## config.mk

```make
export PLATFORM = sky130hd
export DESIGN_NAME = pc_unit
export DESIGN_NICKNAME = d
export VERILOG_FILES = /design/src/rtl/pc_unit.sv
export SDC_FILE = /design/constraint.sdc
export NUM_CORES = 1
export LEC_CHECK = 0
export BUFFER_PORTS_ARGS = -buffer_cell sky130_fd_sc_hd__buf_4
export CAP_MARGIN = 10
export CORE_MARGIN = 8
export CORE_UTILIZATION = 61
export CTS_CLUSTER_DIAMETER = 120
export CTS_CLUSTER_SIZE = 24
export DETAILED_ROUTE_END_ITERATION = 8
export HOLD_SLACK_MARGIN = 0.12
export PLACE_DENSITY = 0.89
export SETUP_SLACK_MARGIN = 0.15
export SYNTH_ARGS = -nofsm -noshare
export SYNTH_HDL_FRONTEND = slang
export SYNTH_SLANG_ARGS = --single-unit
```

## constraint.sdc

```tcl
create_clock -name clk -period 5 [get_ports clk]
set_input_delay 1.25 -clock clk [delete_from_list [all_inputs] [get_ports clk]]
set_output_delay 1.25 -clock clk [all_outputs]
set_load 0.03 [all_outputs]
```

## src/rtl/pc_unit.sv

```systemverilog
// Fetch-stage program counter: sequential/stall/redirect/trap/call/ret next-pc
// selection, saved exception pc and a circular return-address stack.
module pc_unit #(
  parameter int unsigned          WIDTH     = 32,
  parameter int unsigned          INC       = 4,
  parameter logic [WIDTH-1:0]     RESET_VEC = '0,
  parameter logic [WIDTH-1:0]     TRAP_VEC  = 32'h0000_1000,
  parameter int unsigned          RAS_DEPTH = 4,
  localparam int unsigned         PW        = $clog2(RAS_DEPTH),
  localparam int unsigned         CW        = PW + 1
) (
  input  logic             clk,
  input  logic             rst,
  input  logic             stall,
  input  logic             redirect_valid,
  input  logic [WIDTH-1:0] redirect_target,
  input  logic             trap,
  input  logic             mret,
  input  logic             call,
  input  logic [WIDTH-1:0] call_target,
  input  logic             ret,
  output logic [WIDTH-1:0] pc,
  output logic [WIDTH-1:0] next_pc,
  output logic [WIDTH-1:0] epc,
  output logic [CW-1:0]    ras_count,
  output logic             ras_empty,
  output logic             ras_full
);

  localparam logic [WIDTH-1:0] INC_W   = WIDTH'(INC);
  localparam logic [CW-1:0]    DEPTH_C = CW'(RAS_DEPTH);
  localparam logic [CW-1:0]    CNT_ONE = CW'(1);
  localparam logic [PW-1:0]    TOP_ONE = PW'(1);

  logic [WIDTH-1:0] ras [RAS_DEPTH];
  logic [PW-1:0]    top;
  logic [WIDTH-1:0] pc_inc;
  logic [PW-1:0]    top_up;
  logic             push, pop;

  assign pc_inc    = pc + INC_W;
  assign top_up    = top + TOP_ONE;
  assign ras_empty = (ras_count == '0);
  assign ras_full  = (ras_count == DEPTH_C);

  // Priority chain; redirect-class inputs override stall, stall blocks call/ret.
  always_comb begin
    next_pc = pc_inc;
    push    = 1'b0;
    pop     = 1'b0;
    if (trap)                      next_pc = TRAP_VEC;
    else if (mret)                 next_pc = epc;
    else if (redirect_valid)       next_pc = redirect_target;
    else if (stall)                next_pc = pc;
    else if (call) begin
      next_pc = call_target;
      push    = 1'b1;
    end else if (ret && !ras_empty) begin
      next_pc = ras[top];
      pop     = 1'b1;
    end
  end

  always_ff @(posedge clk or negedge rst) begin
    if (!rst) begin
      pc        <= RESET_VEC;
      epc       <= '0;
      top       <= '0;
      ras_count <= '0;
      for (int i = 0; i < RAS_DEPTH; i++) ras[i] <= '0;
    end else begin
      pc <= next_pc;
      if (trap) epc <= pc;
      if (push) begin
        // Full stack wraps onto the oldest entry; count saturates.
        top         <= top_up;
        ras[top_up] <= pc_inc;
        if (!ras_full) ras_count <= ras_count + CNT_ONE;
      end else if (pop) begin
        top       <= top - TOP_ONE;
        ras_count <= ras_count - CNT_ONE;
      end
    end
  end

endmodule

```

==> results_dict.tcl <==
set metrics [dict create \
    io_pins 173 \
    wl_met1_mm 11.9 \
    cpMostUsedCell "buf_4" \
    drt_wl_total_mm 31.3 \
    port_buffers 172 \
    antenna_found_initial 1 \
    power.density_nw_per_um2 403 \
    clockBufferDepth 2 \
    end_kind "primary output" \
    worst-path-max-fanout 33 \
    synth_seq_area_share_pct 50.0 \
    min_period_ns 4.57 \
    hold_depth 2 \
    syn_area_sq_um 9850 \
    drtAntennaViolNets 0 \
    grt_max_degree 131 \
    rsz0062_at_grt "no" \
    grt_pass1_wl_mm 48.3 \
    cts.repair.resized 0 \
    post_cts_buffers 0 \
    cp_num_buf_inv 3 \
    vias 8914 \
    cts-root-buf "clkbuf_16" \
    start_util_pct 62.3 \
    cts_sinks 197 \
    relSlewSlack_pct 31.6 \
    synth_seq_cells 197 \
    clock_latency_ns 0.44 \
    p_leak_uw 0.00530 \
    mostFrequentLayoutCell "dfrtp_1" \
    pre_cts_ws_ns 0.556 \
    first_iter_violations 1560 \
    die_h_microns 143 \
    die_area_sq_um 20500 \
    timing.max_cap.violations 0 \
    syn_area_per_cell_sq_um 10.1 \
    synth_cell_types 60 \
    hold_path_class "reg2reg" \
    core_area_sq_um 15800 \
    wl_met2_mm 14.5 \
    wl_per_cell_microns 23.3 \
    maxSlewViolCount 0 \
    synthArstFlopShare_pct 100 \
    drc 0 \
    slowest_stage "clkinv_1" \
    dp_cells 1310 \
    start_kind "input pin" \
    fmax_mhz 219 \
    synth-main-ff-cell "dfrtp_1" \
    crit_arrival_ns 3.32 \
    setup_viol 0 \
    vias_per_cell 6.65 \
    worstSetupPathType "in2out" \
    cp_slowest_stage_delay_ns 0.41 \
    worst-endpoint-required_ns 3.75 \
    ir_worst_vdd_v 0.000309 \
    top_layer_used "met5" \
    htreeDepth 4 \
    place_congestion 0.973 \
    setup_ws_ns 0.433 \
    fin_tns_setup_ns 0 \
    crit_chain "buf_4 -> clkinv_1 -> nand2_1 -> o221ai_1 -> a31o_1 -> a211oi_1 -> buf_4" \
    layout_common_cells "dfrtp_1 (196), buf_4 (190), nand2_1 (170), o21ai_0 (140), a21oi_1 (42)" \
    holdBufCountCts 0 \
    drt-pass1-iter-count 8 \
    overflow 0 \
    yosys_warnings 0 \
    cp.depth 7 \
    numCtsBuffers 17 \
    diodes 0 \
    worst_pin_slew_ns 1.03 \
    area.growth.synth_to_final_pct 20.5 \
    synth_edf_count 0 \
    drive_gt1_share_pct 26.8 \
    track_usage_pct 30.6 \
    clkTransAtPathRegs_ns 0.07 \
    dieWidth_microns 143 \
    rr_worst_depth 5 \
    postSynthCellCount 980 \
    dp_hpwl_mm 22.0 \
    rows 46 \
    synth_nets 1058 \
    num-nets-final 1191 \
    instances_no_fill 1341 \
    finalHoldViolations 0 \
    grt_pass1_vias 8567 \
    dr_wl_met3_mm 3.92 \
    cts_tree "built" \
    worst_clock_skew_ns 0.00643 \
    status "completed" \
    path_delay_family "buffers and inverters" \
    period_share_pct 91.3 \
]
-- synthesized netlist by cell type, drive strengths merged, types with 4 or more instances --
cell / n / share of area (%)
a211oi: 6 / 0.46
buf: 19 / 0.95
a22oi: 4 / 0.30
a22o: 9 / 0.80
o31a: 4 / 0.36
a31oi: 9 / 0.57
a2111oi: 5 / 0.44
nand4: 11 / 0.76
and4: 4 / 0.37
a221oi: 6 / 0.53
xnor2: 17 / 1.5
o221ai: 7 / 0.62
o211ai: 9 / 0.69
o31ai: 6 / 0.46
mux2: 36 / 4.1
nor4: 8 / 0.57
nand2: 170 / 6.5
or3: 4 / 0.25
nor3: 18 / 0.91
nor2: 25 / 0.95
a21oi: 42 / 2.1
inv: 25 / 0.95
mux4: 32 / 7.3
dfrtp: 197 / 50
and2: 6 / 0.38
ha: 5 / 0.63
xor2: 11 / 0.98
o22ai: 9 / 0.57
nor2b: 10 / 0.63
or2: 4 / 0.25
nand3: 19 / 0.96
o21ai: 146 / 7.4
clkbuf: 59 / 2.2
a211o: 10 / 0.89
-- cells by family (layout without fill, tap and decap cells) --
logic type	Yosys count	in the layout	synth area share, %
and+or+nand+nor	289	289	13.3
AOI/OAI and AO/OA	285	285	17.4
muxes	71	71	11.7
DFF	197	197	50.0
xor gates and xnor gates	28	28	2.49
buffers and inverters	104	249	4.19
adders and majority gates	6	6	0.838
-- metal layers --
layer / GRT usage (%) / up-vias
met5: 0 / -
met4: 10.4 / 2
met1: 41.0 / 4327
met3: 8.81 / 112
li1: - / 3800
met2: 46.9 / 673
-- per-stage QoR --
step                total power, uW  util (%)  area [sq um]  hold WS, ns
finish                         4790      75.1         11900        0.482
global route                   4970      75.1         11900        0.501
CTS                            4770      75.1         11900        0.482
detailed placement             3370      71.3         11300        0.466
global placement               3300      71.3         11300        0.457
floorplan                      2870         -          9850        0.445
-- state kept, by name, indices dropped and copies added, names as in the netlist --
register and count:
ras 128, epc 32, ras_count 3, pc 32, top 2
-- worst register-to-register path: stages, from the launching register on --
cell	delay, ns
dfrtp_2	0.89
inv_1	0.18
ha_1	0.24
nand2_1	0.62
buf_4	0.49
mux2_2	0.39
-- worst paths after layout --
check	slack (ns)	from	end
setup / recovery	0.43	call	next_pc[23]
hold / removal	0.48	ras[7]	ras[7]
setup reg to reg	2.08	top[0]	ras[67]
hold reg to reg	0.48	ras[7]	ras[7]
max in group asynchronous	3.09	rst	ras[127]
min in group asynchronous	0.99	rst	ras[67]
-- report_power, final --
part | leakage, uW | internal [uW] | switching [uW]
clock | 0.000298 | 773 | 631
combinational | 0.00235 | 546 | 745
sequential | 0.00266 | 1820 | 271
-- final cells by class --
| cell class | count | area, sq um |
|---|---|---|
| Sequential cell | 197 | 4930 |
| Multi-Input combinational cell | 679 | 4530 |
| Fill cell | 1011 | 3950 |
| Timing Repair Buffer | 192 | 1460 |
| Clock buffer | 19 | 453 |
| Tap cell | 216 | 270 |
| Clock inverter | 12 | 141 |
| Inverter | 26 | 97.6 |
Power figures use the tool's default switching activity.
